===== src/rtl/misr_sig_ctrl.sv =====
// MISR signature controller: memory-mapped register bank plus START/RUN/DONE
// capture sequencer folding a qualified sample stream into a signature register.
module misr_sig_ctrl #(
   parameter int unsigned          NBIT_DATA              = 32,
   parameter int unsigned          NBIT_ADDR              = 32,
   parameter logic [NBIT_ADDR-1:0] MISR_PERIPH_START_ADDR = NBIT_ADDR'(2**25),
   parameter logic [NBIT_DATA-1:0] MISR_POLY              = NBIT_DATA'(32'h04C1_1DB7)
) (
   input  logic                 clk_i,
   input  logic                 rst_ni,
   input  logic                 re_i,
   input  logic                 we_i,
   input  logic [NBIT_ADDR-1:0] addr_i,
   input  logic [NBIT_DATA-1:0] wdata_i,
   output logic [NBIT_DATA-1:0] rdata_o,
   output logic                 rvalid_o,
   input  logic                 sample_valid_i,
   input  logic [NBIT_DATA-1:0] sample_data_i,
   output logic                 busy_o,
   output logic                 done_o,
   output logic                 irq_o
);

   localparam logic [4:0] OffCtrl   = 5'h00;
   localparam logic [4:0] OffStatus = 5'h04;
   localparam logic [4:0] OffSeed   = 5'h08;
   localparam logic [4:0] OffLen    = 5'h0C;
   localparam logic [4:0] OffSig    = 5'h10;
   localparam logic [4:0] OffCnt    = 5'h14;

   typedef enum logic [1:0] {StIdle, StRun, StDone} state_e;

   state_e               state_q, state_d;
   logic [NBIT_DATA-1:0] seed_q, seed_d;
   logic [NBIT_DATA-1:0] len_q, len_d;
   logic [NBIT_DATA-1:0] sig_q, sig_d;
   logic [NBIT_DATA-1:0] cnt_q, cnt_d;
   logic [NBIT_DATA-1:0] rdata_q, rdata_d;
   logic                 rvalid_q, rvalid_d;
   logic                 busy_q, busy_d;
   logic                 done_q, done_d;
   logic                 irq_q, irq_d;

   logic [NBIT_ADDR-1:0] offset;
   logic                 mapped;
   logic                 wr_en;
   logic                 rd_en;
   logic                 start;
   logic                 clear;
   logic                 last_sample;
   logic [NBIT_DATA-1:0] sig_upd;

   assign offset      = addr_i - MISR_PERIPH_START_ADDR;
   assign mapped      = (offset[NBIT_ADDR-1:5] == '0);
   assign wr_en       = we_i && mapped;
   // A simultaneous write suppresses the read entirely, mapped or not.
   assign rd_en       = re_i && !we_i;
   assign start       = wr_en && (offset[4:0] == OffCtrl) && wdata_i[0];
   assign clear       = wr_en && (offset[4:0] == OffCtrl) && wdata_i[1];
   assign last_sample = (cnt_q == (len_q - NBIT_DATA'(1)));
   assign sig_upd     = {sig_q[NBIT_DATA-2:0], 1'b0}
                        ^ (sig_q[NBIT_DATA-1] ? MISR_POLY : '0)
                        ^ sample_data_i;

   // Read path samples pre-update register values.
   always_comb begin
      rdata_d  = '0;
      rvalid_d = rd_en;
      if (rd_en && mapped) begin
         case (offset[4:0])
            OffStatus: rdata_d = {{(NBIT_DATA-2){1'b0}}, done_q, busy_q};
            OffSeed:   rdata_d = seed_q;
            OffLen:    rdata_d = len_q;
            OffSig:    rdata_d = sig_q;
            OffCnt:    rdata_d = cnt_q;
            default:   rdata_d = '0;
         endcase
      end
   end

   always_comb begin
      state_d = state_q;
      seed_d  = seed_q;
      len_d   = len_q;
      sig_d   = sig_q;
      cnt_d   = cnt_q;
      busy_d  = busy_q;
      done_d  = done_q;
      irq_d   = 1'b0;

      if (wr_en && (state_q != StRun)) begin
         case (offset[4:0])
            OffSeed: seed_d = wdata_i;
            OffLen:  len_d  = wdata_i;
            default: ;
         endcase
      end

      if (clear) begin
         state_d = StIdle;
         sig_d   = '0;
         cnt_d   = '0;
         busy_d  = 1'b0;
         done_d  = 1'b0;
      end else begin
         case (state_q)
            StIdle, StDone: begin
               if (start) begin
                  sig_d = seed_q;
                  cnt_d = '0;
                  if (len_q == '0) begin
                     state_d = StDone;
                     busy_d  = 1'b0;
                     done_d  = 1'b1;
                     irq_d   = 1'b1;
                  end else begin
                     state_d = StRun;
                     busy_d  = 1'b1;
                     done_d  = 1'b0;
                  end
               end
            end
            StRun: begin
               if (sample_valid_i) begin
                  sig_d = sig_upd;
                  cnt_d = cnt_q + NBIT_DATA'(1);
                  if (last_sample) begin
                     state_d = StDone;
                     busy_d  = 1'b0;
                     done_d  = 1'b1;
                     irq_d   = 1'b1;
                  end
               end
            end
            default: begin
               state_d = StIdle;
               busy_d  = 1'b0;
            end
         endcase
      end
   end

   always_ff @(posedge clk_i) begin
      if (!rst_ni) begin
         state_q  <= StIdle;
         seed_q   <= '0;
         len_q    <= '0;
         sig_q    <= '0;
         cnt_q    <= '0;
         rdata_q  <= '0;
         rvalid_q <= 1'b0;
         busy_q   <= 1'b0;
         done_q   <= 1'b0;
         irq_q    <= 1'b0;
      end else begin
         state_q  <= state_d;
         seed_q   <= seed_d;
         len_q    <= len_d;
         sig_q    <= sig_d;
         cnt_q    <= cnt_d;
         rdata_q  <= rdata_d;
         rvalid_q <= rvalid_d;
         busy_q   <= busy_d;
         done_q   <= done_d;
         irq_q    <= irq_d;
      end
   end

   assign rdata_o  = rdata_q;
   assign rvalid_o = rvalid_q;
   assign busy_o   = busy_q;
   assign done_o   = done_q;
   assign irq_o    = irq_q;

endmodule


===== config.mk =====
export PLATFORM = sky130hd
export DESIGN_NAME = misr_sig_ctrl
export DESIGN_NICKNAME = d
export VERILOG_FILES = /design/src/rtl/misr_sig_ctrl.sv
export SDC_FILE = /design/constraint.sdc
export NUM_CORES = 1
export LEC_CHECK = 0
export ABC_AREA = 1
export CAP_MARGIN = 30
export CORE_ASPECT_RATIO = 1.75
export CORE_MARGIN = 3
export CORE_UTILIZATION = 50
export CTS_CLUSTER_SIZE = 10
export DETAILED_ROUTE_END_ITERATION = 7
export PLACE_DENSITY = 0.77
export SLEW_MARGIN = 20
export SYNTH_ARGS = -nofsm -noshare
export SYNTH_HDL_FRONTEND = slang
export SYNTH_SLANG_ARGS = --single-unit

===== constraint.sdc =====
create_clock -name clk_i -period 2.03 [get_ports clk_i]
set_input_delay 0.3045 -clock clk_i [delete_from_list [all_inputs] [get_ports clk_i]]
set_output_delay 0.3045 -clock clk_i [all_outputs]
set_load 0.02 [all_outputs]

### After elaboration in Yosys (flattened, before gate mapping)

Index checks and enable logic that the tools add are counted.

| word-level totals | value |
|---|---|
| register bits | 166 |
| latch bits | 0 |
| bits in writable memories | 0 |
| memory bits (read-only) | 0 |
| input port bits | 101 |
| output and inout bits | 36 |
| word-level logic and storage cells | 76 |
| memories kept | 0 |

| operators by class | value |
|---|---|
| add/sub/neg operators | 3 |
| $mul | 0 |
| divide/modulo/power cells | 0 |
| $lt $le $gt $ge | 0 |
| equality and inequality tests | 12 |
| shift operators | 0 |
| mux-type cells | 27 |
| bitwise operators | 3 |
| reduce and logical (&&, ||, !) cells | 21 |

Operators with widths:

| kind | count |
|---|---|
| $pmux 32 s5 | 1 |
| $mux 32 | 4 |
| $pmux 32 s2 | 2 |
| $add 32x1->32 const B | 1 |
| $eq 32x32->1 | 1 |
| $logic_not 32->1 | 1 |
| $sub 32x1->32 const B | 1 |
| $sub 32x26->32 const B | 1 |
| $xor 32x27->32 | 1 |
| $xor 32x32->32 | 1 |
| $logic_not 27->1 | 1 |
| $mux 27 | 1 |
| $mux 1 | 11 |
| $eq 5x4->1 const B | 2 |
| $eq 5x5->1 const B | 2 |
| $mux 2 | 4 |
| $logic_and 1x1->1 | 7 |
| $ne 2x2->1 const B | 3 |
| $pmux 1 s2 | 3 |
| $reduce_and 2->1 | 3 |
| $reduce_and 3->1 | 2 |
| $eq 5x3->1 const B | 1 |
| $logic_not 5->1 | 1 |
| $pmux 2 s2 | 1 |
| 9 further kinds | 10 |

### Logic depth before layout (Yosys ltp)

Gate-level depths: netlist of run 1.

| depth | value |
|---|---|
| word-level depth | 7 |
| depth in mapped cells | 18 |
| depth with buffers taken out | 18 |

### Worst setup path after synthesis of run 1

OpenSTA, ideal clock, no wires.

| path | value |
|---|---|
| path kind | flip-flop to flip-flop |
| from | reg len_q[0] |
| to | reg done_q, in the netlist done_o |
| library setup time | 0.114 ns |
| arrival time | 1.897 ns |
| data required time | 1.916 ns |
| slack | 0.020 ns |
| cell stages (with the launch flop) | 19 |
| path buffers | 1 |
| period minus slack after synthesis | 2.010 ns |
| cell sequence | dfxtp_1 inv_1 ha_1 nand2_2 nor2_4 buf_6 nand2_2 nand2_1 nand2_1 nor2_2 nand2_1 nor2_1 nand2_1 nor2_4 nand4_2 nand2_2 nand2_2 nand2_1 nor2_1 |

| on the way | value |
|---|---|
| longest elaborated chain between the ends | 4 |
| elaborated cells on any way between the ends | 8 |
| classes of those cells | add/sub (1); eq/ne (2); mux (3); reduce/logical (2) |

Ends and longest elaborated chain:

| element | RTL line | text |
|---|---|---|
| from (decl) | 35 | `logic [NBIT_DATA-1:0] len_q, len_d;` |
| from (signal assigned) | 158 | `len_q <= len_d;` |
| $sub 32x1->32 / $logic_not 32->1 (equally long branches) | 60, 111 |  |
| $eq 32x32->1 / $mux 1 (equally long branches) | 60, 111 |  |
| $ne 2x2->1 (no line) / $mux 1 (equally long branches) | - |  |
| $reduce_and 4->1 (no line) / $pmux 1 s2 (equally long branches) | - |  |
| to (signal assigned) | 164 | `done_q <= done_d;` |
| to (decl) | 41 | `logic done_q, done_d;` |

Parallel ways exist; a longest one is shown, timed or not. The select of a mux whose other input is x is not followed.
A chain may end at the register's enable or synchronous reset.

### Final worst setup path of run 1

| path | value |
|---|---|
| from | reg len_q[1] |
| to | reg done_q, in the netlist done_o |

Same word-level chain as after synthesis.

==> reports/summary.log, run 1 <==
qor: timing.hold_viol 0
qor: yosys.postSynthNetCount 1,484
qor: run.timing.max_cap.violations 0
qor: power_and_ir_drop.peakVddDrop 564 uV
qor: timing.fmax 455 MHz
qor: power_and_ir_drop.cellPowerDensity 541 nW/um^2
qor: yosys.synth_simple_gate_area_frac 0.266
qor: yosys.synth_top_family_by_area simple AND/OR/NAND/NOR gates
qor: clock_tree.hold_buffers_post_cts 0
qor: cells_and_area.post_route_cells_drive_above_1_share 0.178
qor: timing.setup_viol 4
qor: critical_path.r2r.worst_path.cells 18
qor: power_and_ir_drop.p_leak 5.27 nW
qor: timing.unrepaired_setup_endpoints_after_global_routing true
qor: route.avgRoutedWirePerCell 17.5 microns
qor: status.run_status finished, violations left
qor: cells_and_area.fillers 1,523
qor: floorplan.floorplan.core_area 18,100 sq um
qor: global_route.grt_pass1_wl 50,500 microns
qor: cells_and_area.finalCoreUtilization 0.708
qor: min_path.holdPathStages 3
qor: place.placement.io_buffers 136
qor: clock_tree.cts_sinks 165
qor: critical_path.critical_path_peak_fanout 7
qor: route.postRouteAntennaNets 0
qor: place.gp_congestion 0.960
qor: clock_tree.clk_pin_slew_worst_paths 0.07 ns
qor: global_route.number_of_global_route_vias_before_repair 9,936
qor: yosys.syn_area_per_cell 6.68 sq um
qor: status.violations setup timing
qor: cells_and_area.register_area 3320 sq um
qor: yosys.synth.mux.area_fraction 0
qor: yosys.syn-cell-area 9220 sq um
qor: cells_and_area.diodes 0
qor: floorplan.die_area 20,200 sq um
qor: clock_tree.ctsRootBufferMaster sky130_fd_sc_hd__clkbuf_16
qor: yosys.synthDistinctLibCells 41
qor: cells_and_area.fin_nets 1,731
qor: yosys.synth_seq_cells 165
qor: critical_path.timing.critical_path.arrival 2.52 ns
qor: global_route.antenna_found_initial 0
qor: floorplan.placement_rows 65
qor: yosys.synth-edff-count 0
qor: timing.timing.final.ws_setup -0.168 ns
qor: timing.timing.clock.skew 0.0114 ns
qor: yosys.synth_sequential_area_ratio 0.358
qor: floorplan.fp.dieW 109 microns
qor: route.routed-via-count 10,254
qor: critical_path.worst-endpoint-required 2.35 ns
qor: route.detail_route.iter0.violations 832
qor: timing.period_minus_slack 2.20 ns
qor: min_path.worst_hold_path_type in2reg
qor: critical_path.setup.worst_path.start_class flop
qor: critical_path.timing.critical_path.to_type flop
qor: floorplan.ios 137
qor: route.first_drt_pass_iteration_count 7
qor: power_and_ir_drop.power.total 6.91 mW
qor: yosys.post_synth_fa_ha_maj_area_fraction 0.00407
qor: yosys.synthFlopType sky130_fd_sc_hd__dfxtp_1
qor: timing.fin_tns_setup -0.430 ns
qor: yosys.yosys_warn_count 0
qor: timing.post-route-period-util 1.08
qor: cells_and_area.synthToLayoutAreaGrowth 38.8%
qor: place.hpwlAfterDp 25,200 microns
qor: route.drt_wl_total 32,900 microns
qor: clock_tree.cts_made_buffers 17
qor: global_route.globalRouteTotalUtil 0.324
qor: place.dp_worst_setup_slack -0.464 ns
qor: yosys.synth_compound_area_frac 0.201
qor: timing.max_slew_margin 0.652
qor: cells_and_area.layout.cells.most_common sky130_fd_sc_hd__nand2_1
qor: timing.drv_slew 0
qor: floorplan.initial_core_util 0.510
qor: timing.slew_of_the_pin_with_the_lowest_slew_margin 0.523 ns
qor: global_route.remaining_global_route_overflow 0
qor: route.drc 0
qor: cells_and_area.multi_input_area 5270 sq um
qor: critical_path.criticalPathCategory reg2reg
qor: route.viasPerCell 5.47
qor: yosys.synth-async-reset-ratio 0
qor: clock_tree.h-tree-depth 4
qor: yosys.syn-instance-count 1,380
qor: cells_and_area.top_library_cells_by_usage_in_the_layout_fill_and_taps_aside sky130_fd_sc_hd__nand2_1 (257), sky130_fd_sc_hd__a21oi_1 (163), sky130_fd_sc_hd__dfxtp_1 (155)
qor: clock_tree.worstSkewPairLatency 0.44 ns
qor: clock_tree.clk_path_buf_depth 2
qor: floorplan.die_h 186 microns
qor: yosys.synth_xor_xnor_area_share 0.0779
qor: clock_tree.tritoncts done
qor: global_route.grt_max_degree 65
## cell families after synthesis
logic type / Yosys count
AND/OR/NAND/NOR: 556
AO/OA/AOI/OAI: 354
buffers and inverters: 220
flip-flops: 165
XOR/XNOR: 82
adder cells (fa/ha/maj): 3
## synth_stat cells, types with 3 or more instances
cell                       count  share of area
sky130_fd_sc_hd__inv_1       142          0.058
sky130_fd_sc_hd__dfxtp_1     165           0.36
sky130_fd_sc_hd__clkinv_1      3         0.0012
sky130_fd_sc_hd__o21ai_0     134          0.073
sky130_fd_sc_hd__nand3_2       3         0.0033
sky130_fd_sc_hd__o21ai_1       6         0.0033
sky130_fd_sc_hd__nand3b_1      9         0.0073
sky130_fd_sc_hd__ha_1          3         0.0041
sky130_fd_sc_hd__nand3_1      38          0.021
sky130_fd_sc_hd__nor3_1       23          0.012
sky130_fd_sc_hd__nor2_1      146          0.059
sky130_fd_sc_hd__a31oi_1      11         0.0075
sky130_fd_sc_hd__buf_2        11         0.0060
sky130_fd_sc_hd__nand2_1     269           0.11
sky130_fd_sc_hd__nor2_4        7         0.0086
sky130_fd_sc_hd__clkbuf_1     51          0.021
sky130_fd_sc_hd__nand2_2      14         0.0095
sky130_fd_sc_hd__inv_2         7         0.0029
sky130_fd_sc_hd__xnor2_1      50          0.048
sky130_fd_sc_hd__o22ai_1      32          0.022
sky130_fd_sc_hd__a21oi_1     164          0.089
sky130_fd_sc_hd__nor2_2       13         0.0088
sky130_fd_sc_hd__nor4_1        4         0.0027
sky130_fd_sc_hd__nand4_1      22          0.015
sky130_fd_sc_hd__xor2_1       32          0.030
## final timing paths
kind	start	endpoint	slack, ns
worst max-delay path	len_q[1]	done_o	-0.17
worst min-delay path	rst_ni	rvalid_o	0.20
worst max register to register	len_q[1]	done_o	-0.17
worst min register to register	sig_q[9]	rdata_o[9]	0.47
## power breakdown
group / internal, mW / switching [mW] / total, mW
clock network: 1.75 / 1.51 / 3.26
registers: 3.24 / 0.000293 / 3.24
logic: 0.243 / 0.176 / 0.419
total: 5.23 / 1.69 / 6.91
## sequential cells by signal, summed over array words and instances, names as in the netlist
signal	cells
rvalid_o	1
irq_o	1
len_q	32
state_q	2
seed_q	32
rdata_o	32
sig_q	32
done_o	1
cnt_q	32
## worst max-delay path, cell delays in order (launching register included)
cell and delay (ns):
sky130_fd_sc_hd__dfxtp_2 0.34, sky130_fd_sc_hd__inv_2 0.08, sky130_fd_sc_hd__ha_4 0.15, sky130_fd_sc_hd__nand2_4 0.06
sky130_fd_sc_hd__buf_6 0.12, sky130_fd_sc_hd__nor2_4 0.18, sky130_fd_sc_hd__buf_12 0.16, sky130_fd_sc_hd__nand3_1 0.07
sky130_fd_sc_hd__nand2_1 0.08, sky130_fd_sc_hd__nand2_1 0.05, sky130_fd_sc_hd__nand2_1 0.05, sky130_fd_sc_hd__nand3_1 0.13
sky130_fd_sc_hd__nor2_4 0.14, sky130_fd_sc_hd__buf_6 0.13, sky130_fd_sc_hd__nand4_4 0.11, sky130_fd_sc_hd__nand2_2 0.09
sky130_fd_sc_hd__nand2_2 0.06, sky130_fd_sc_hd__nand2_1 0.05, sky130_fd_sc_hd__nor2_1 0.04
## area by class of cell
| cell class | instances | area share |
|---|---|---|
| multi-input combinational | 995 | 0.412 |
| sequential | 165 | 0.259 |
| timing repair buffer | 296 | 0.215 |
| inverter | 152 | 0.0446 |
| clock buffer | 17 | 0.0333 |
| tap | 234 | 0.0229 |
| clock inverter | 15 | 0.0128 |
## per-stage QoR
step	cells	instance area, sq um	hold slack, ns
floorplan	1380	9220	0.388
global placement	1831	11800	0.453
detailed placement	1831	11800	0.454
CTS	1868	12600	0.190
global route	1874	12800	0.206
finish	1874	12800	0.203
## routing by layer
metal  vias to the layer above  global-route usage  share of wire
met4                         0               0.165          0.046
met5                         -                   0              0
li1                       5004                   -              -
met3                        88              0.0493          0.063
met1                      4709               0.391           0.39
met2                       453               0.552           0.50
## repair_timing
item,4_1_cts,5_1_grt
setup buffers,5,6
pin swaps,14,34
endpoints found under the setup margin,8,123
cloned,0,0
gates resized for setup,28,57
(Power assumes the default switching activity.)
==> run 2, diff against run 1 <==
--- a/config.mk
+++ b/config.mk
@@ -8,7 +8,7 @@
 export ABC_AREA = 1
 export CAP_MARGIN = 30
 export CORE_ASPECT_RATIO = 1.75
-export CORE_MARGIN = 3
+export CORE_MARGIN = 5
 export CORE_UTILIZATION = 50
 export CTS_CLUSTER_SIZE = 10
 export DETAILED_ROUTE_END_ITERATION = 7
==> reports/summary.log, run 2 (same netlist as run 1, synthesis figures left out) <==
qor: min_path.worst_hold_path_type in2reg [unchanged]
qor: timing.post-route-period-util 1.09 [was 1.08]
qor: cells_and_area.fin_nets 1,738 [was 1,731]
qor: cells_and_area.finalCoreUtilization 0.718 [was 0.708]
qor: clock_tree.h-tree-depth 4 [unchanged]
qor: global_route.number_of_global_route_vias_before_repair 10,002 [was 9,936]
qor: clock_tree.clk_path_buf_depth 2 [unchanged]
qor: cells_and_area.fillers 1,449 [was 1,523]
qor: global_route.globalRouteTotalUtil 0.300 [was 0.324]
qor: status.violations setup timing [unchanged]
qor: critical_path.timing.critical_path.cells inv_2, ha_4, nand2_4, nor2_2, nand2_2, nand2_1, nand2_1, nor2_2, nand2_1, nor2_1, nand2_1, nor2_4, buf_4, nand4_1, a21oi_2 [was inv_2, ha_4, nand2_4, buf_6, nor2_4, buf_12, nand3_1, nand2_1, nand2_1, nand2_1, nand3_1, nor2_4, buf_6, nand4_4, nand2_2, nand2_2, nand2_1, nor2_1]
qor: critical_path.criticalPathCategory reg2reg [unchanged]
qor: timing.period_minus_slack 2.22 ns [was 2.20 ns]
qor: clock_tree.ctsRootBufferMaster sky130_fd_sc_hd__clkbuf_16 [unchanged]
qor: power_and_ir_drop.p_leak 5.41 nW [was 5.27 nW]
qor: place.gp_congestion 0.985 [was 0.960]
qor: power_and_ir_drop.clock_power_share 0.455 [was 0.471]
qor: floorplan.fp.dieW 113 microns [was 109 microns]
qor: cells_and_area.top_library_cells_by_usage_in_the_layout_fill_and_taps_aside sky130_fd_sc_hd__nand2_1 (262), sky130_fd_sc_hd__a21oi_1 (163), sky130_fd_sc_hd__dfxtp_1 (155) [was sky130_fd_sc_hd__nand2_1 (257), sky130_fd_sc_hd__a21oi_1 (163), sky130_fd_sc_hd__dfxtp_1 (155)]
qor: timing.setup_viol 4 [unchanged]
qor: timing.drv_slew 0 [unchanged]
qor: clock_tree.clk_pin_slew_worst_paths 0.06 ns [was 0.07 ns]
qor: floorplan.floorplan.core_area 18,100 sq um [unchanged]
qor: place.hpwlAfterDp 25,000 microns [was 25,200 microns]
qor: place.dp_worst_setup_slack -0.443 ns [was -0.464 ns]
qor: route.detail_route.iter0.violations 818 [was 832]
qor: place.placement.io_buffers 136 [unchanged]
qor: timing.timing.clock.skew 0.00534 ns [was 0.0114 ns]
qor: route.viasPerCell 5.61 [was 5.47]
qor: cells_and_area.layout.cells.most_common sky130_fd_sc_hd__nand2_1 [unchanged]
qor: route.first_drt_pass_iteration_count 5 [was 7]
qor: power_and_ir_drop.switching_share 0.237 [was 0.244]
qor: timing.max_slew_margin 0.589 [was 0.652]
qor: critical_path.cpPeakStageDelay 0.34 ns [about the same]
qor: floorplan.placement_rows 65 [unchanged]
qor: critical_path.crit_slowest_cell sky130_fd_sc_hd__dfxtp_2 [unchanged]
qor: floorplan.ios 137 [unchanged]
qor: timing.slew_of_the_pin_with_the_lowest_slew_margin 0.615 ns [was 0.523 ns]
qor: critical_path.setup.worst_path.start_class flop [unchanged]
qor: status.run_status finished, violations left [unchanged]
qor: power_and_ir_drop.share_comb_of_total_power 0.063 [was 0.061]
qor: cells_and_area.diodes 0 [unchanged]
qor: critical_path.timing.critical_path.to_type flop [unchanged]
qor: global_route.grt_max_degree 67 [was 65]
qor: global_route.grt_pass1_wl 51,100 microns [was 50,500 microns]
qor: power_and_ir_drop.netSwitchingPower 1.59 mW [was 1.69 mW]
qor: clock_tree.tritoncts done [unchanged]
qor: critical_path.crit_path_frequent_cell sky130_fd_sc_hd__nand2_1 [unchanged]
qor: run.timing.max_cap.violations 0 [unchanged]
qor: cells_and_area.synthToLayoutAreaGrowth 40.7% [was 38.8%]
qor: critical_path.critical_path_peak_fanout 5 [was 7]
qor: clock_tree.cts_made_buffers 17 [unchanged]
qor: power_and_ir_drop.p_int 5.12 mW [was 5.23 mW]
qor: timing.timing.final.ws_setup -0.189 ns [was -0.168 ns]
qor: power_and_ir_drop.peakVddDrop 632 uV [was 564 uV]
qor: clock_tree.cts_sinks 165 [unchanged]
qor: global_route.antenna_found_initial 0 [unchanged]
qor: global_route.remaining_global_route_overflow 0 [unchanged]
qor: route.drc 0 [unchanged]
qor: route.avgRoutedWirePerCell 17.8 microns [was 17.5 microns]
qor: route.drt_wl_total 33,500 microns [was 32,900 microns]
qor: floorplan.die_h 190 microns [was 186 microns]
qor: power_and_ir_drop.power_frac_seq 0.482 [was 0.468]
qor: clock_tree.hold_buffers_post_cts 0 [unchanged]
qor: route.postRouteAntennaNets 0 [unchanged]
qor: timing.unrepaired_setup_endpoints_after_global_routing true [unchanged]
qor: floorplan.initial_core_util 0.510 [unchanged]
qor: cells_and_area.post_route_cells_drive_above_1_share 0.189 [was 0.178]
qor: critical_path.worst-endpoint-required 2.39 ns [was 2.35 ns]
qor: timing.fmax 451 MHz [was 455 MHz]
qor: power_and_ir_drop.cellPowerDensity 518 nW/um^2 [was 541 nW/um^2]
qor: floorplan.die_area 21,400 sq um [was 20,200 sq um]
qor: critical_path.timing.critical_path.arrival 2.58 ns [was 2.52 ns]
qor: timing.hold_viol 0 [unchanged]
qor: clock_tree.worstSkewPairLatency 0.43 ns [was 0.44 ns]
qor: route.routed-via-count 10,558 [was 10,254]
==> run 2: cell types whose count changed in the layout (fill, tap and decap cells not counted), sizes merged <==
cell           before  now
dlymetal6s2s       20   29
buf               161  167
bufinv              1    0
inv               156  153
clkinvlp            4    6
clkbuf             17   21
clkdlybuf4s50     115  106
clkinv              6    5
==> run 2: metal layers <==
layer | GRT usage | part of all wire
met5 | 0 | 0
met4 | 0.139 | 0.045
met3 | 0.0401 | 0.071
met2 | 0.533 | 0.51
met1 | 0.354 | 0.37
==> run 2: critical path: cells and delay by family, from the launching register on <==
kind	cells	cell delay [ns]
AND/OR/NAND/NOR	11	1.26
flip-flops	1	0.34
buffers and inverters	2	0.23
AO/OA/AOI/OAI	1	0.17
adder cells (fa/ha/maj)	1	0.16
==> run 2: timing repair <==
action,CTS,global route
setup buffers,7,4
resized for setup,33,90
setup endpoints to repair,6,157
pin swaps,24,49
gates cloned,0,1
==> run 2: power by group through the flow <==
| stage | sequential [mW] | clock (mW) | combinational [mW] |
|---|---|---|---|
| floorplan | 3.31 | 0 | 0.127 |
| global placement | 3.31 | 0 | 0.405 |
| detailed placement | 3.31 | 0 | 0.409 |
| CTS | 3.24 | 3.06 | 0.413 |
| global route | 3.23 | 3.22 | 0.449 |
| finish | 3.24 | 3.06 | 0.422 |
==> run 2: per-stage QoR <==
stage               hold slack, ns  instance area (sq um)  power (mW)  cells  TNS, ns
detailed placement           0.458                  11900        3.72   1837   -47.19
global route                 0.234                  13000        6.90   1881    -1.37
floorplan                    0.388                   9220        3.44   1380        0
global placement             0.452                  11900        3.72   1837   -39.32
finish                       0.214                  13000        6.71   1881   -0.572
CTS                          0.188                  12600        6.71   1876   -0.467
==> run 2: worst paths after layout <==
check	end	from	cells past startpoint	slack [ns]
max	irq_o	len_q[1]	15	-0.19
min	rvalid_o	rst_ni	3	0.21
max reg2reg	irq_o	len_q[1]	15	-0.19
min reg2reg	seed_q[0]	seed_q[0]	2	0.47
==> run 2: cell type report <==
type / count / area (sq um) / area share
inverter: 152 / 576 / 0.0444
timing repair buffer: 303 / 2890 / 0.223
clock buffer: 20 / 457 / 0.0352
sequential: 165 / 3320 / 0.256
clock inverter: 12 / 93.8 / 0.00724
tap: 234 / 293 / 0.0226
multi-input combinational: 995 / 5340 / 0.412
